[src/rtl/lock_requester.sv]
// lock_requester: accelerator-side initiator for the hardware lock protocol.
// Sends lock/unlock command beats, consumes ACKs, retries with backoff, holds grant.
// Ports:
//   clk, rst           clock, async active-high reset
//   acc_id             accelerator id, sent on cmd_out_tid
//   lock_req/lock_id   lock request (sampled in IDLE) and lock id
//   unlock_req         release request (sampled in LOCKED)
//   lock_gnt           high while the lock is held
//   lock_fail          one-cycle pulse when retries are exhausted
//   busy               high whenever not IDLE
//   proto_err          sticky malformed/unexpected ACK flag
//   cmd_out_*          AXI-Stream command master
//   ack_in_*           AXI-Stream ACK slave
module lock_requester #(
  parameter int ACC_ID_BITS    = 8,
  parameter int BACKOFF_CYCLES = 16,
  parameter int MAX_RETRIES    = 0
) (
  input  logic                   clk,
  input  logic                   rst,
  input  logic [ACC_ID_BITS-1:0] acc_id,
  input  logic                   lock_req,
  input  logic [7:0]             lock_id,
  output logic                   lock_gnt,
  output logic                   lock_fail,
  input  logic                   unlock_req,
  output logic                   busy,
  output logic                   proto_err,
  output logic [63:0]            cmd_out_tdata,
  output logic                   cmd_out_tvalid,
  input  logic                   cmd_out_tready,
  output logic [ACC_ID_BITS-1:0] cmd_out_tid,
  output logic [2:0]             cmd_out_tdest,
  output logic                   cmd_out_tlast,
  input  logic [63:0]            ack_in_tdata,
  input  logic                   ack_in_tvalid,
  output logic                   ack_in_tready
);

  localparam logic [2:0] HWR_LOCK_ID     = 3'h1;
  localparam logic [7:0] CMD_LOCK_CODE   = 8'h04;
  localparam logic [7:0] CMD_UNLOCK_CODE = 8'h06;
  localparam logic [7:0] ACK_REJECT      = 8'h00;
  localparam logic [7:0] ACK_OK          = 8'h01;
  localparam logic [7:0] ACK_FINAL       = 8'h02;

  localparam int BW = (BACKOFF_CYCLES > 1) ? $clog2(BACKOFF_CYCLES) : 1;
  localparam int RW = (MAX_RETRIES > 1) ? $clog2(MAX_RETRIES + 1) : 1;

  typedef enum logic [2:0] {
    S_IDLE,
    S_SEND_LOCK,
    S_WAIT_ACK,
    S_BACKOFF,
    S_LOCKED,
    S_SEND_UNLOCK
  } state_e;

  state_e                 state_q, state_d;
  logic [7:0]             id_q, id_d;
  logic [ACC_ID_BITS-1:0] tid_q, tid_d;
  logic [BW-1:0]          boff_q, boff_d;
  logic [RW-1:0]          retry_q, retry_d;
  logic                   fail_q, fail_d;
  logic                   err_q, err_d;

  logic [7:0]    ack_code;
  logic          id_match;
  logic [RW-1:0] retry_inc;
  logic          unused_ack;

  assign ack_code   = ack_in_tdata[7:0];
  assign id_match   = (ack_in_tdata[15:8] == id_q);
  assign retry_inc  = retry_q + 1'b1;
  assign unused_ack = ^ack_in_tdata[63:16];

  // State register
  always_ff @(posedge clk or posedge rst) begin
    if (rst) begin
      state_q <= S_IDLE;
      id_q    <= '0;
      tid_q   <= '0;
      boff_q  <= '0;
      retry_q <= '0;
      fail_q  <= 1'b0;
      err_q   <= 1'b0;
    end else begin
      state_q <= state_d;
      id_q    <= id_d;
      tid_q   <= tid_d;
      boff_q  <= boff_d;
      retry_q <= retry_d;
      fail_q  <= fail_d;
      err_q   <= err_d;
    end
  end

  // Next-state
  always_comb begin
    state_d = state_q;
    id_d    = id_q;
    tid_d   = tid_q;
    boff_d  = boff_q;
    retry_d = retry_q;
    fail_d  = 1'b0;
    err_d   = err_q;
    unique case (state_q)
      S_IDLE: begin
        if (lock_req) begin
          id_d    = lock_id;
          tid_d   = acc_id;
          retry_d = '0;
          state_d = S_SEND_LOCK;
        end
      end
      S_SEND_LOCK: begin
        if (cmd_out_tready) state_d = S_WAIT_ACK;
      end
      S_WAIT_ACK: begin
        if (ack_in_tvalid) begin
          if (id_match && (ack_code == ACK_OK ||
                           ack_code == ACK_FINAL)) begin
            state_d = S_LOCKED;
          end else if (id_match && ack_code == ACK_REJECT) begin
            retry_d = retry_inc;
            if (MAX_RETRIES != 0 &&
                retry_inc == RW'(MAX_RETRIES)) begin
              fail_d  = 1'b1;
              state_d = S_IDLE;
            end else begin
              boff_d  = BW'(BACKOFF_CYCLES - 1);
              state_d = S_BACKOFF;
            end
          end else begin
            // Bad id or unknown code: swallow the beat, keep waiting
            err_d = 1'b1;
          end
        end
      end
      S_BACKOFF: begin
        if (boff_q == '0) state_d = S_SEND_LOCK;
        else boff_d = boff_q - 1'b1;
      end
      S_LOCKED: begin
        if (unlock_req) state_d = S_SEND_UNLOCK;
      end
      S_SEND_UNLOCK: begin
        if (cmd_out_tready) state_d = S_IDLE;
      end
      default: state_d = S_IDLE;
    endcase
  end

  // Outputs
  always_comb begin
    cmd_out_tvalid = 1'b0;
    cmd_out_tdata  = '0;
    lock_gnt       = 1'b0;
    ack_in_tready  = 1'b0;
    busy           = (state_q != S_IDLE);
    unique case (state_q)
      S_SEND_LOCK: begin
        cmd_out_tvalid = 1'b1;
        cmd_out_tdata  = {48'h0, id_q, CMD_LOCK_CODE};
      end
      S_SEND_UNLOCK: begin
        cmd_out_tvalid = 1'b1;
        cmd_out_tdata  = {48'h0, id_q, CMD_UNLOCK_CODE};
      end
      S_WAIT_ACK: ack_in_tready = 1'b1;
      S_LOCKED:   lock_gnt = 1'b1;
      default: ;
    endcase
  end

  assign cmd_out_tid   = tid_q;
  assign cmd_out_tdest = HWR_LOCK_ID;
  assign cmd_out_tlast = 1'b1;
  assign lock_fail     = fail_q;
  assign proto_err     = err_q;

endmodule

[config.mk]
export PLATFORM = sky130hd
export DESIGN_NAME = lock_requester
export DESIGN_NICKNAME = d
export VERILOG_FILES = /design/src/rtl/lock_requester.sv
export SDC_FILE = /design/constraint.sdc
export NUM_CORES = 1
export LEC_CHECK = 0
export ABC_AREA = 1
export ABC_CLOCK_PERIOD_IN_PS = 1250
export CORE_ASPECT_RATIO = 1.5
export CORE_MARGIN = 1
export CORE_UTILIZATION = 28
export DETAILED_ROUTE_END_ITERATION = 8
export GPL_ROUTABILITY_DRIVEN = 0
export PLACE_DENSITY = 0.77
export SYNTH_ARGS = -nofsm -noshare
export SYNTH_HDL_FRONTEND = slang
export SYNTH_SLANG_ARGS = --single-unit
[constraint.sdc]
create_clock -name clk -period 1.25 [get_ports clk]
set_input_delay 0.25 -clock clk [delete_from_list [all_inputs] [get_ports clk]]
set_output_delay 0.25 -clock clk [all_outputs]
set_load 0.01 [all_outputs]
==> results of run 1 <==
-- cells by family after synthesis --
| logic type | after synthesis | share of synthesized area |
|---|---|---|
| multiplexers | 8 | 0.05753 |
| buffers and inverters | 89 | 0.3089 |
| adder cells (fa/ha/maj) | 1 | 0.006848 |
| other | 2 | 0.004111 |
| AND/OR/NAND/NOR | 85 | 0.2034 |
| AO/OA/AOI/OAI | 20 | 0.07123 |
| XOR/XNOR | 4 | 0.01918 |
| flip-flops | 24 | 0.3288 |
-- synthesized netlist by cell type (all sizes together) --
| cell | number | area [µm²] |
|---|---|---|
| mux2 | 8 | 105.1 |
| nor3b | 1 | 18.77 |
| nand2 | 42 | 160.2 |
| o32a | 1 | 10.01 |
| nand3 | 9 | 55.05 |
| dfrtp | 24 | 600.6 |
| inv | 26 | 97.60 |
| buf | 62 | 462.9 |
| o22ai | 2 | 25.02 |
| or2 | 1 | 6.260 |
| conb | 2 | 7.510 |
| o21ai | 6 | 37.53 |
| a21oi | 10 | 50.05 |
| nor2 | 30 | 115.1 |
| xnor2 | 4 | 35.03 |
| o21bai | 1 | 7.510 |
| nor3 | 1 | 10.01 |
| nand4 | 1 | 6.260 |
| ha | 1 | 12.51 |
| clkbuf | 1 | 3.750 |
-- registers in the layout, indices dropped and copies added, names as in the netlist --
name and flops:
id_q 8, cmd_out_tid 8, proto_err 1, state_q 3, boff_q 4
-- final cells by class --
cell class / instances / share of cell area
inverter: 26 / 0.03568
multi-input combinational: 177 / 0.3782
timing repair buffer: 96 / 0.3255
sequential: 24 / 0.2093
clock buffer: 4 / 0.01915
tap: 74 / 0.03220
-- path summary, 6_finish.rpt --
check	from	end	slack [ns]	cells after the start
min in group clk	proto_err	proto_err	0.50	1
max	state_q[1]	cmd_out_tid[0]	-0.27	7
max reg2reg	state_q[1]	cmd_out_tid[0]	-0.27	7
min	rst	boff_q[3]	0.29	3
max in group asynchronous	rst	state_q[2]	0.78	3
min reg2reg	proto_err	proto_err	0.50	1
-- per-stage QoR --
| step | cell area, µm² | setup slack, ns | TNS [ns] | hold WS (ns) | cells |
|---|---|---|---|---|---|
| after floorplan | 2059 | -0.05249 | -0.1689 | 0.2646 | 290 |
| after global placement | 2487 | -0.4246 | -10.84 | 0.4891 | 385 |
| after detailed placement | 2487 | -0.4568 | -11.49 | 0.4698 | 385 |
| after CTS | 2609 | -0.2749 | -7.458 | 0.3033 | 393 |
| after global routing | 2875 | -0.3419 | -10.10 | 0.3161 | 401 |
| final | 2875 | -0.2704 | -7.594 | 0.2945 | 401 |
-- per-layer routing --
| metal | global-route usage | part of all wire |
|---|---|---|
| met5 | 0 | 0 |
| met4 | 0.05929 | 0.014 |
| met3 | 0.03959 | 0.085 |
| met2 | 0.2428 | 0.53 |
| met1 | 0.1461 | 0.37 |
-- critical path: stages, from the launching register on --
cell and delay [ns]:
dfrtp_1 0.41, buf_6 0.13, nor2_4 0.11, buf_6 0.11, buf_6 0.09, nand3_4 0.09
buf_12 0.16, mux2_4 0.29
-- power by group through the flow --
stage               Sequential [mW]  Clock, mW  Combinational, mW
floorplan                      1.41          0               1.73
global placement               1.36          0               3.07
detailed placement             1.38          0               3.12
CTS                            1.35      0.557               3.18
global route                   1.41      0.589               4.22
finish                         1.37      0.542               3.88
-- timing repair --
action / in CTS / in global routing
endpoints found under the setup margin: 47 / 38
resized for setup: 96 / 58
setup buffers: 4 / 7
pin swaps: 8 / 16
gates cloned: 0 / 1
==> impl_metrics.json, run 1 <==
{
  "status": "finished, violations left",
  "failed_checks": "negative setup slack",
  "ant_nets": 0,
  "power_frac_comb": 0.670,
  "clock_latency_ns": 0.27,
  "seq_power_share": 0.236,
  "synth_warnings": 0,
  "mostFrequentLayoutCells": "conb_1, clkdlybuf4s50_1, nand2_1",
  "ys_types": 28,
  "vdd_drop_max_v": 0.0008969,
  "drcViolationCount": 0,
  "yosysSeqAreaShare": 0.3288,
  "power_mw": 5.791,
  "seq_area_um2": 601.8,
  "grt_max_degree": 25,
  "final_util": 0.4624,
  "fillCellCount": 596,
  "die-area_mm2": 0.006858,
  "grt_pass1_wl_mm": 6.872,
  "intPower_mw": 3.405,
  "cts_tree": "done",
  "cts_buffers": 3,
  "cts.sinks": 24,
  "synth_seq_cells": 24,
  "cts_root_buf": "clkbuf_8",
  "dpl.hpwl_mm": 3.370,
  "start_kind": "register",
  "drive_gt1_frac": 0.3761,
  "finalSetupViolations": 38,
  "n_antenna_cell": 0,
  "htreeDepth": 1,
  "min_period_over_period": 1.216,
  "skew_ns": 0.0008562,
  "routed_wl_mm": 4.721,
  "critical_path_arrival_ns": 1.68,
  "switching_share": 0.4120,
  "worstSetupEndpointType": "register",
  "worst_slack_ns": -0.2704,
  "min_period_ns": 1.520,
  "initial_core_util": 0.2938,
  "vias": 1635,
  "fmax_ghz": 0.6577,
  "syn2layout_area_growth_pct": 57.40,
  "portBuffers": 60,
  "dieHeight_um": 100.9,
  "overflow": 0,
  "gr-usage-all-layers": 0.1375,
  "finalHoldViolCount": 0,
  "synth.cell_area_mm2": 0.001827,
  "postCtsHoldBufs": 0,
  "rsz0062_at_grt": "yes",
  "firstDrtPassIters": 4,
  "final_common_cell": "conb_1",
  "clkTransAtPathRegs_ns": 0.09,
  "critPathKind": "reg2reg",
  "dieWidth_um": 67.95,
  "antenna_found_initial": 0,
  "slew_viol_final": 0,
  "ioPinCount": 168,
  "wl_per_cell_um": 11.77,
  "finalNetCount": 415,
  "avgSynthCellArea_um2": 7.840,
  "p_switching_mw": 2.386,
  "leakage_nw": 1.451,
  "cts_buffer_depth": 2,
  "drt_iter0_markers": 57,
  "powerDensity_mw_per_mm2": 2014,
  "maxCapViolations": 0,
  "rows": 35,
  "grt_pass1_vias": 1545,
  "vias_per_cell": 4.077,
  "syn_inst": 233,
  "hold_class": "in2async",
  "cp_max_fo": 7,
  "core_area_mm2": 0.006218,
  "critPathRequiredTime_ns": 1.41,
  "multi_input_area_mm2": 0.001087,
  "clkPwrFrac": 0.094
}
No activity file was read; power rests on OpenSTA's default activity.
==> run 2, diff against run 1 <==
==> config.mk (replaced) <==
export PLATFORM = sky130hd
export DESIGN_NAME = lock_requester
export DESIGN_NICKNAME = d
export VERILOG_FILES = /design/src/rtl/lock_requester.sv
export SDC_FILE = /design/constraint.sdc
export NUM_CORES = 1
export LEC_CHECK = 0
export ABC_AREA = 1
export ABC_CLOCK_PERIOD_IN_PS = 1950
export CORE_MARGIN = 1
export CORE_UTILIZATION = 45
export DETAILED_ROUTE_END_ITERATION = 8
export DONT_BUFFER_PORTS = 1
export GPL_ROUTABILITY_DRIVEN = 0
export SYNTH_ARGS = -nofsm -noshare
export SYNTH_HDL_FRONTEND = slang
export SYNTH_SLANG_ARGS = --single-unit
==> constraint.sdc (replaced) <==
create_clock -name clk -period 1.95 [get_ports clk]
set_input_delay 0.39 -clock clk [delete_from_list [all_inputs] [get_ports clk]]
set_output_delay 0.39 -clock clk [all_outputs]
set_load 0.01 [all_outputs]
==> run 2 against run 1 <==
Net effect:
- the flow now finishes without violations
- via count fell by 25%
- worst setup slack improved by 0.43 ns
- clock power fell by 20%
- sequential power fell by 33%
- design area fell by 40%
- worst hold slack got worse by 0.25 ns
- register-to-register slack improved by 0.65 ns
- sequential cell count did not move
- critical endpoint is now cmd_out_tvalid
==> impl_metrics.json, run 2 (same netlist as run 1, synthesis figures left out) <==
{
  "cts_buffer_depth": 2,
  "drt_iter0_markers": 31,
  "hold_class": "in2async",
  "firstDrtPassIters": 4,
  "min_period_over_period": 0.9159,
  "wl_met1_mm": 1.274,
  "maxCapViolations": 0,
  "wl_met3_um": 368,
  "cts_setup_buffers": 0,
  "dpl.hpwl_mm": 2.572,
  "reg2reg_slack_ns": 0.38,
  "clock_latency_ns": 0.27,
  "htreeDepth": 1,
  "met2_length_mm": 1.429,
  "rows": 22,
  "finalSetupViolations": 0,
  "mostFrequentLayoutCells": "conb_1, nand2_1, nor2_1",
  "routed_wl_mm": 3.177,
  "multi_input_area_um2": 875.8,
  "slew_viol_final": 0,
  "syn2layout_area_growth_pct": -5.822,
  "grt_pass1_vias": 1134,
  "grt_pass1_wl_mm": 5.030,
  "place_inst": 277,
  "fmax_ghz": 0.5599,
  "core_area_mm2": 0.003771,
  "cts_buffers": 3,
  "vias_per_cell": 4.391,
  "final.setup.tns_ns": 0,
  "worstSetupEndpointType": "output pin",
  "vdd_drop_max_v": 0.0006735,
  "cp_max_fo": 12,
  "clkTransAtPathRegs_ns": 0.08,
  "seq_area_um2": 600.6,
  "powerDensity_mw_per_mm2": 1444,
  "initial_core_util": 0.4844,
  "gr-usage-all-layers": 0.1572,
  "drcViolationCount": 0,
  "wl_per_cell_um": 11.31,
  "n_antenna_cell": 0,
  "min_period_ns": 1.786,
  "finalNetCount": 321,
  "overflow": 0,
  "postCtsHoldBufs": 0,
  "antenna_found_initial": 0,
  "critPathKind": "reg2out",
  "fin_cells": 281,
  "vias": 1234,
  "cts_root_buf": "clkbuf_8",
  "ant_nets": 0,
  "leakage_nw": 0.9682,
  "rsz0062_at_grt": "no",
  "critical_path_arrival_ns": 1.40,
  "highest_layer": "met4",
  "grt_max_degree": 25,
  "portBuffers": 0,
  "ioPinCount": 168,
  "critPathRequiredTime_ns": 1.56,
  "dieHeight_um": 65.72,
  "ctsResizeCount": 0,
  "final_common_cell": "conb_1",
  "start_kind": "register",
  "fillCellCount": 378,
  "cts.sinks": 24,
  "drive_gt1_frac": 0.1330,
  "skew_ns": 0.001889,
  "cts_tree": "done",
  "die-area_mm2": 0.004318,
  "finalHoldViolCount": 0,
  "status": "finished clean",
  "dieWidth_um": 65.72
}
[run 2: cell type report]
type | count | share of cell area
multi-input combinational | 177 | 0.5091
sequential | 24 | 0.3491
inverter | 26 | 0.05673
tap | 48 | 0.03491
clock buffer | 3 | 0.02400
clock inverter | 1 | 0.01745
timing repair buffer | 2 | 0.008727
[run 2: routing by layer]
metal,up-vias,track usage
met2,93,0.2526
met3,9,0.04340
met1,529,0.1885
li1,603,-
met4,0,0.08424
met5,-,0
[run 2: where the power goes]
part           switching (mW)  internal (mW)  total [mW]  leakage [nW]
logic                   0.709          0.421        1.13         0.661
registers               0.193          0.728       0.920         0.272
clock network           0.160          0.274       0.434        0.0357
total                    1.06           1.42        2.48         0.968
[run 2: metrics by stage]
| stage | hold WS [ns] | utilization | area, µm² | total power, mW | setup slack (ns) |
|---|---|---|---|---|---|
| global route | 0.06442 | 0.4562 | 1720 | 2.726 | 0.03469 |
| global placement | 0.3506 | 0.4373 | 1649 | 2.044 | 0.4176 |
| detailed placement | 0.3456 | 0.4373 | 1649 | 2.063 | 0.3796 |
| floorplan | 0.4046 | - | 2041 | 1.980 | 0.6204 |
| finish | 0.04271 | 0.4562 | 1720 | 2.484 | 0.1640 |
| CTS | 0.04877 | 0.4562 | 1720 | 2.507 | 0.1470 |
[run 2: path summary, 6_finish.rpt]
check / startpoint / endpoint / depth (start not counted)
max in group asynchronous: rst / id_q[1] / 2
min in group clk: acc_id[7] / cmd_out_tid[7] / 1
hold reg to reg: boff_q[0] / boff_q[0] / 2
hold / removal: rst / cmd_out_tid[5] / 2
setup reg to reg: state_q[1] / state_q[1] / 7
setup / recovery: state_q[1] / cmd_out_tvalid / 3
[run 2: worst max-delay path, cell delays in order (launching register included)]
cell and delay, ns:
dfrtp_1 0.41, inv_1 0.11, nand2_1 0.29, inv_1 0.32
